==> src/rtl/pipe_ctrl_pkg.sv <==
// Shared types and constants for the pipeline hazard controller.
package pipe_ctrl_pkg;

  localparam int REG_AW_DEF = 6;
  localparam int unsigned ZERO_REG = 0;

  typedef enum logic [1:0] {
    RUN      = 2'd0,
    LU_STALL = 2'd1,
    MEM_WAIT = 2'd2
  } state_t;

endpackage

==> src/rtl/pipe_hazard_ctrl_if.sv <==
// Hazard inputs from the pipeline and the enable/flush controls returned to it.
interface pipe_hazard_ctrl_if import pipe_ctrl_pkg::*; #(
  parameter int REG_AW = REG_AW_DEF
) ();

  logic [REG_AW-1:0] id_rs1;
  logic [REG_AW-1:0] id_rs2;
  logic              id_uses_rs1;
  logic              id_uses_rs2;
  logic [REG_AW-1:0] ex_rd;
  logic              ex_mem_read;
  logic              ex_reg_write;
  logic              mem_branch_taken;
  logic              dmem_busy;

  logic pc_en;
  logic if_id_en;
  logic id_ex_en;
  logic ex_mem_en;
  logic mem_wb_en;
  logic if_id_flush;
  logic id_ex_flush;
  logic ex_mem_flush;
  logic pc_sel_branch;

  // pipeline side: reports hazard sources, consumes the controls
  modport master (
    output id_rs1, id_rs2, id_uses_rs1, id_uses_rs2, ex_rd,
           ex_mem_read, ex_reg_write, mem_branch_taken, dmem_busy,
    input  pc_en, if_id_en, id_ex_en, ex_mem_en, mem_wb_en,
           if_id_flush, id_ex_flush, ex_mem_flush, pc_sel_branch
  );

  modport slave (
    input  id_rs1, id_rs2, id_uses_rs1, id_uses_rs2, ex_rd,
           ex_mem_read, ex_reg_write, mem_branch_taken, dmem_busy,
    output pc_en, if_id_en, id_ex_en, ex_mem_en, mem_wb_en,
           if_id_flush, id_ex_flush, ex_mem_flush, pc_sel_branch
  );

endinterface

==> src/rtl/pipe_hazard_ctrl_sat_counter.sv <==
// Saturating up-counter; the async reset doubles as the clear.
module sat_counter #(
  parameter int W = 16
) (
  input  logic         clk,
  input  logic         rst_n,
  input  logic         inc,
  output logic [W-1:0] count
);

  always_ff @(posedge clk or negedge rst_n) begin
    if (!rst_n) begin
      count <= '0;
    end else if (inc && (count != {W{1'b1}})) begin
      count <= count + W'(1);
    end
  end

endmodule

==> src/rtl/pipe_hazard_ctrl.sv <==
// Stall/flush controller for the IF/ID, ID/EX, EX/MEM, MEM/WB register chain.
// state    | meaning
// RUN      | normal advance, load-use hazards checked each cycle
// LU_STALL | inserting the remaining load-use bubbles
// MEM_WAIT | whole chain frozen on dmem_busy; ret_q says where to resume
module pipe_hazard_ctrl
  import pipe_ctrl_pkg::state_t, pipe_ctrl_pkg::RUN, pipe_ctrl_pkg::MEM_WAIT,
         pipe_ctrl_pkg::REG_AW_DEF, pipe_ctrl_pkg::ZERO_REG;
#(
  parameter int REG_AW   = REG_AW_DEF,
  parameter int LU_STALL = 1,
  parameter int CNT_W    = 16
) (
  input  logic                clk,
  input  logic                rst_n,
  pipe_hazard_ctrl_if.slave   hz,
  output logic [1:0]          state,
  output logic [CNT_W-1:0]    stall_count,
  output logic [CNT_W-1:0]    flush_count
);

  localparam logic [REG_AW-1:0] ZERO_RD  = REG_AW'(ZERO_REG);
  localparam logic [2:0]        LU_FIRST = 3'(LU_STALL - 1);

  state_t     st_q, st_d, ret_q, ret_d, eff_st;
  logic [2:0] cnt_q, cnt_d;
  logic       lu_hit;

  logic pc_en_c, if_id_en_c, id_ex_en_c, ex_mem_en_c, mem_wb_en_c;
  logic if_id_flush_c, id_ex_flush_c, ex_mem_flush_c, pc_sel_c;

  assign lu_hit = hz.ex_mem_read && hz.ex_reg_write && (hz.ex_rd != ZERO_RD) &&
                  ((hz.id_uses_rs1 && (hz.id_rs1 == hz.ex_rd)) ||
                   (hz.id_uses_rs2 && (hz.id_rs2 == hz.ex_rd)));

  // Leaving MEM_WAIT takes effect in the same cycle as the saved state.
  assign eff_st = (st_q == MEM_WAIT) ? ret_q : st_q;

  always_ff @(posedge clk or negedge rst_n) begin
    if (!rst_n) begin
      st_q  <= RUN;
      ret_q <= RUN;
      cnt_q <= '0;
    end else begin
      st_q  <= st_d;
      ret_q <= ret_d;
      cnt_q <= cnt_d;
    end
  end

  always_comb begin
    pc_en_c        = 1'b0;
    if_id_en_c     = 1'b0;
    id_ex_en_c     = 1'b0;
    ex_mem_en_c    = 1'b0;
    mem_wb_en_c    = 1'b0;
    if_id_flush_c  = 1'b0;
    id_ex_flush_c  = 1'b0;
    ex_mem_flush_c = 1'b0;
    pc_sel_c       = 1'b0;
    st_d           = RUN;
    ret_d          = ret_q;
    cnt_d          = cnt_q;

    if (!rst_n) begin
      ret_d = RUN;
      cnt_d = '0;
    end else if ((st_q != RUN) && (st_q != pipe_ctrl_pkg::LU_STALL) &&
                 (st_q != MEM_WAIT)) begin
      ret_d = RUN;
      cnt_d = '0;
    end else if (hz.dmem_busy) begin
      st_d  = MEM_WAIT;
      ret_d = (eff_st == pipe_ctrl_pkg::LU_STALL) ? pipe_ctrl_pkg::LU_STALL : RUN;
    end else if (hz.mem_branch_taken) begin
      pc_en_c        = 1'b1;
      if_id_en_c     = 1'b1;
      id_ex_en_c     = 1'b1;
      ex_mem_en_c    = 1'b1;
      mem_wb_en_c    = 1'b1;
      if_id_flush_c  = 1'b1;
      id_ex_flush_c  = 1'b1;
      ex_mem_flush_c = 1'b1;
      pc_sel_c       = 1'b1;
      ret_d          = RUN;
      cnt_d          = '0;
    end else if ((eff_st == pipe_ctrl_pkg::LU_STALL) || lu_hit) begin
      id_ex_en_c    = 1'b1;
      ex_mem_en_c   = 1'b1;
      mem_wb_en_c   = 1'b1;
      id_ex_flush_c = 1'b1;
      ret_d         = RUN;
      cnt_d         = (eff_st == pipe_ctrl_pkg::LU_STALL) ? (cnt_q - 3'd1) : LU_FIRST;
      st_d          = (cnt_d != 3'd0) ? pipe_ctrl_pkg::LU_STALL : RUN;
    end else begin
      pc_en_c     = 1'b1;
      if_id_en_c  = 1'b1;
      id_ex_en_c  = 1'b1;
      ex_mem_en_c = 1'b1;
      mem_wb_en_c = 1'b1;
      ret_d       = RUN;
    end
  end

  assign hz.pc_en         = pc_en_c;
  assign hz.if_id_en      = if_id_en_c;
  assign hz.id_ex_en      = id_ex_en_c;
  assign hz.ex_mem_en     = ex_mem_en_c;
  assign hz.mem_wb_en     = mem_wb_en_c;
  assign hz.if_id_flush   = if_id_flush_c;
  assign hz.id_ex_flush   = id_ex_flush_c;
  assign hz.ex_mem_flush  = ex_mem_flush_c;
  assign hz.pc_sel_branch = pc_sel_c;
  assign state            = st_q;

  sat_counter #(.W(CNT_W)) u_stall_cnt (
    .clk   (clk),
    .rst_n (rst_n),
    .inc   (~pc_en_c),
    .count (stall_count)
  );

  sat_counter #(.W(CNT_W)) u_flush_cnt (
    .clk   (clk),
    .rst_n (rst_n),
    .inc   (pc_sel_c),
    .count (flush_count)
  );

endmodule
==> src/flat_wrapper.sv <==
// flat-port wrapper written by rule: the top's interface ports become plain ports
module pipe_hazard_ctrl_flat import pipe_ctrl_pkg::state_t, pipe_ctrl_pkg::RUN, pipe_ctrl_pkg::MEM_WAIT,
         pipe_ctrl_pkg::REG_AW_DEF, pipe_ctrl_pkg::ZERO_REG;
#(
  parameter int REG_AW   = REG_AW_DEF,
  parameter int LU_STALL = 1,
  parameter int CNT_W    = 16
)
  (clk, rst_n, state, stall_count, flush_count, hz_id_rs1, hz_id_rs2, hz_id_uses_rs1, hz_id_uses_rs2, hz_ex_rd, hz_ex_mem_read, hz_ex_reg_write, hz_mem_branch_taken, hz_dmem_busy, hz_pc_en, hz_if_id_en, hz_id_ex_en, hz_ex_mem_en, hz_mem_wb_en, hz_if_id_flush, hz_id_ex_flush, hz_ex_mem_flush, hz_pc_sel_branch);
  pipe_hazard_ctrl_if #(.REG_AW(REG_AW)) hz_i ();
  input  logic clk;
  input  logic rst_n;
  output logic [1:0] state;
  output logic [CNT_W-1:0] stall_count;
  output logic [CNT_W-1:0] flush_count;
  input wire logic [$bits(hz_i.id_rs1)-1:0] hz_id_rs1;
  input wire logic [$bits(hz_i.id_rs2)-1:0] hz_id_rs2;
  input wire logic [$bits(hz_i.id_uses_rs1)-1:0] hz_id_uses_rs1;
  input wire logic [$bits(hz_i.id_uses_rs2)-1:0] hz_id_uses_rs2;
  input wire logic [$bits(hz_i.ex_rd)-1:0] hz_ex_rd;
  input wire logic [$bits(hz_i.ex_mem_read)-1:0] hz_ex_mem_read;
  input wire logic [$bits(hz_i.ex_reg_write)-1:0] hz_ex_reg_write;
  input wire logic [$bits(hz_i.mem_branch_taken)-1:0] hz_mem_branch_taken;
  input wire logic [$bits(hz_i.dmem_busy)-1:0] hz_dmem_busy;
  output wire logic [$bits(hz_i.pc_en)-1:0] hz_pc_en;
  output wire logic [$bits(hz_i.if_id_en)-1:0] hz_if_id_en;
  output wire logic [$bits(hz_i.id_ex_en)-1:0] hz_id_ex_en;
  output wire logic [$bits(hz_i.ex_mem_en)-1:0] hz_ex_mem_en;
  output wire logic [$bits(hz_i.mem_wb_en)-1:0] hz_mem_wb_en;
  output wire logic [$bits(hz_i.if_id_flush)-1:0] hz_if_id_flush;
  output wire logic [$bits(hz_i.id_ex_flush)-1:0] hz_id_ex_flush;
  output wire logic [$bits(hz_i.ex_mem_flush)-1:0] hz_ex_mem_flush;
  output wire logic [$bits(hz_i.pc_sel_branch)-1:0] hz_pc_sel_branch;
  assign hz_i.id_rs1 = hz_id_rs1;
  assign hz_i.id_rs2 = hz_id_rs2;
  assign hz_i.id_uses_rs1 = hz_id_uses_rs1;
  assign hz_i.id_uses_rs2 = hz_id_uses_rs2;
  assign hz_i.ex_rd = hz_ex_rd;
  assign hz_i.ex_mem_read = hz_ex_mem_read;
  assign hz_i.ex_reg_write = hz_ex_reg_write;
  assign hz_i.mem_branch_taken = hz_mem_branch_taken;
  assign hz_i.dmem_busy = hz_dmem_busy;
  assign hz_pc_en = hz_i.pc_en;
  assign hz_if_id_en = hz_i.if_id_en;
  assign hz_id_ex_en = hz_i.id_ex_en;
  assign hz_ex_mem_en = hz_i.ex_mem_en;
  assign hz_mem_wb_en = hz_i.mem_wb_en;
  assign hz_if_id_flush = hz_i.if_id_flush;
  assign hz_id_ex_flush = hz_i.id_ex_flush;
  assign hz_ex_mem_flush = hz_i.ex_mem_flush;
  assign hz_pc_sel_branch = hz_i.pc_sel_branch;
  pipe_hazard_ctrl #(.REG_AW(REG_AW), .LU_STALL(LU_STALL), .CNT_W(CNT_W)) u_core (.clk(clk), .rst_n(rst_n), .hz(hz_i), .state(state), .stall_count(stall_count), .flush_count(flush_count));
endmodule
==> config.mk <==
export PLATFORM = sky130hd
export DESIGN_NAME = pipe_hazard_ctrl_flat
export DESIGN_NICKNAME = d
export VERILOG_FILES = /design/src/rtl/pipe_ctrl_pkg.sv /design/src/rtl/pipe_hazard_ctrl_if.sv /design/src/rtl/pipe_hazard_ctrl_sat_counter.sv /design/src/rtl/pipe_hazard_ctrl.sv /design/src/flat_wrapper.sv
export SDC_FILE = /design/constraint.sdc
export NUM_CORES = 1
export LEC_CHECK = 0
export CORE_MARGIN = 5
export CORE_UTILIZATION = 35
export CTS_BUF_LIST = sky130_fd_sc_hd__clkbuf_8
export CTS_CLUSTER_SIZE = 16
export DETAILED_ROUTE_END_ITERATION = 16
export GPL_TIMING_DRIVEN = 0
export PLACE_DENSITY = 0.75
export SLEW_MARGIN = 5
export SYNTH_ARGS = -nofsm -noshare
export SYNTH_HDL_FRONTEND = slang
export SYNTH_HIERARCHICAL = 1
export SYNTH_SLANG_ARGS = --single-unit
==> constraint.sdc <==
create_clock -name clk -period 5.75 [get_ports clk]
set_clock_uncertainty 0.1 [all_clocks]
set_input_delay 1.15 -clock clk [delete_from_list [all_inputs] [get_ports clk]]
set_output_delay 1.15 -clock clk [all_outputs]
set_load 0.01 [all_outputs]
==> out/metrics.csv <==
stage,metric,value,unit
power,p_int,538,uW
logic_synthesis,syn-cell-area,2200,um^2
detailed_routing,drtPass1Iterations,4,
clock_tree,worst_skew_pair.late_latency,0.29,ns
worst_hold_path,min_path_type,reg2reg,
logic_synthesis,synth_cell_types,44,
die,initial_core_util,35.3,%
sta,setup_ws,0.968,ns
power,combPwrFrac,28.8,%
critical_path,worstPathArrival,3.53,ns
die,die-width,89.4,um
cells_and_area,final_core_util,49.5,%
critical_path,r2r_cells,8,
die,chipHeight,89.4,um
power,switching_share,32.7,%
clock_tree,cts_sinks,38,
placement,place_area,3000,um^2
clock_tree,holdBufCountCts,0,
worst_hold_path,holdPathStages,1,
critical_path,critical_path_class,in2out,
cells_and_area,drive_above_1_share,11.5,%
placement,place.port_buffers,68,
cells_and_area,diodes,0,
critical_path,cp.required,4.50,ns
logic_synthesis,ys_seq_area_share,43.1,%
placement,gp_congestion,0.751,
detailed_routing,vias,1855,
clock_tree,path_clk_slew,0.08,ns
cells_and_area,final_common_cell,clkdlybuf4s50_1,
detailed_routing,drt-vias-per-instance,5.10,
die,ioPinCount,69,
power,power,799,uW
logic_synthesis,yosysWarnings,6,
global_routing,grt_pass1_wl,8820,um
clock_tree,cts_root_buffer,clkbuf_8,
sta,period_share,83.2,%
logic_synthesis,synthesis.nets,239,
logic_synthesis,syn-instance-count,210,
power,switching_power,262,uW
power,ir_worst_vdd,0.000192,V
detailed_routing,ant_nets,0,
run,drv_cap,0,
run_status,run_status,completed,
global_routing,grt_pass1_vias,1854,
clock_tree,cts_max_path_buffers,2,
sta,fin_crit,4.78,ns
logic_synthesis,avgSynthCellArea,10.5,um^2
worst_hold_path,min_to,u_core/cnt_q[1],
sta,fmax,209,MHz
critical_path,start_kind,input pin,
sta,setup-violations-final,0,
sta,rsz0062_at_grt,no,
die,die-area,7990,um^2
detailed_routing,totalWireLength,5260,um
detailed_routing,drt_iter0_markers,35,
critical_path,r2r_end,u_core/u_stall_cnt/count[15],
clock_tree,cts_tree,done,
power,p_per_area,259,nW/um^2
cells_and_area,fin_nets,315,
critical_path,end_kind,output pin,
cells_and_area,area_delta_synth_final,40.2,%
cells_and_area,final_cell_mix,"67 x clkdlybuf4s50_1, 38 x dfrtp_1, 24 x xnor2_1",
critical_path,r2r-start,u_core/state[0],
detailed_routing,post_drt_wl_per_cell,14.5,um
logic_synthesis,synthTopCellsByArea,"dfrtp_1 43%, xnor2_1 9.5%, nand4_1 4.5%, nor4_4 2.9%, xor2_1 2.8%",
detailed_routing,drc,0,
clock_tree,cts_setup_buffers,0,
sta,hold_viol,0,
worst_hold_path,hold_start,u_core/cnt_q[1],
global_routing,grt_remaining_overflow,0,
sta,maxSlewViolCount,0,
placement,hpwl,4090,um
power,power.leakage,0.00128,uW
logic_synthesis,postSynthRegisterBits,38,
global_routing,antenna_found_initial,0,
power,p_seq_share,46.9,%
global_routing,grt_use_total,14.1,%
die,core,6240,um^2
cells_and_area,final_area,3090,um^2
clock_tree,cts_buffers,5,
critical_path,crit_fanout,3,
sta,slew_headroom,55.5,%
logic_synthesis,netlist.area_leader.share,43.1,%
clock_tree,htree_levels,2,
sta,worst_slew_pin_slew,0.665,ns
power,pwr-share-clk,24.3,%
critical_path,regToRegSetupSlack,2.99,ns
sta,worst_hold_slack,0.386,ns
placement,dp_slack,0.949,ns
logic_synthesis,yosysTopAreaCell,dfrtp_1,
die,rows,29,
clock_tree,cts_resized,0,
global_routing,grt_max_degree,38,
power groups by stage:
stage | clock [uW] | combinational, uW | sequential, uW
detailed placement | 0 | 233 | 381
global route | 213 | 253 | 384
global placement | 0 | 226 | 379
floorplan | 0 | 84.6 | 386
CTS | 205 | 234 | 376
finish | 195 | 230 | 375
Yosys cell counts (all sizes together):
library cell,count
dfrtp,38
xnor2,24
nand4,19
nand2,15
nand3,11
nor2,10
nor3,9
o21ai,8
a21oi,7
inv,7
xor2,7
o21a,6
and3,5
and4,5
buf,5
a31oi,4
mux2,4
a21o,3
ha,3
nand2b,3
nor4,3
o211ai,2
or4,2
a311oi,1
a32oi,1
and4b,1
nand3b,1
nor2b,1
o2111ai,1
o22ai,1
o311a,1
o31ai,1
or2,1
area by class of cell:
cell class | count | area, um^2
multi-input combinational | 160 | 1190
clock inverter | 2 | 12.5
clock buffer | 6 | 82.6
buffer | 5 | 37.5
tap | 77 | 96.3
timing repair buffer | 69 | 696
sequential | 38 | 951
fill | 588 | 3150
inverter | 7 | 26.3
flip-flops by register name, summed over array words and instances (netlist names):
register and cells:
u_core/u_stall_cnt/count 16, u_core/ret_q 1, u_core/u_flush_cnt/count 16, u_core/cnt_q 3, u_core/state 2
how the worst max path moves through the flow:
stage	startpoint	to	cells after the start
after global placement	rst_n	hz_pc_sel_branch	6
after global routing	hz_ex_rd[0]	hz_pc_en	7
after floorplan	hz_ex_rd[0]	hz_pc_en	5
after CTS	hz_ex_rd[0]	hz_pc_en	7
final	hz_ex_rd[0]	hz_pc_en	7
after detailed placement	hz_ex_rd[0]	hz_pc_en	7
per-layer routing:
| layer | routed length [um] | vias up | track usage [%] |
|---|---|---|---|
| li1 | - | 925 | - |
| met5 | 0 | - | 0 |
| met1 | 2290 | 885 | 17.5 |
| met2 | 2670 | 39 | 24.0 |
| met3 | 240 | 6 | 3.50 |
| met4 | 60 | 0 | 4.19 |
critical path, cell delays in order:
cell and delay (ns):
clkdlybuf4s50_1 0.46, or4_1 0.54, o311a_1 0.33, a21oi_1 0.25, o21a_1 0.17, buf_4 0.10
clkdlybuf4s50_1 0.53
cell families after synthesis:
| family | count (synthesis) | synth area share (%) |
|---|---|---|
| compound gates | 36 | 11.5 |
| xor+xnor | 31 | 12.3 |
| fa+ha+maj | 3 | 1.70 |
| buf+inv | 12 | 2.89 |
| flops | 38 | 43.1 |
| mux | 4 | 2.04 |
| simple gates | 86 | 26.4 |
per-stage QoR:
step	cells	setup TNS [ns]
6_report	364	0
2_1_floorplan	210	0
3_5_place_dp	356	0
4_1_cts	364	0
5_1_grt	364	0
3_3_place_gp	355	-0.736
No activity file was read; power rests on OpenSTA's default activity.
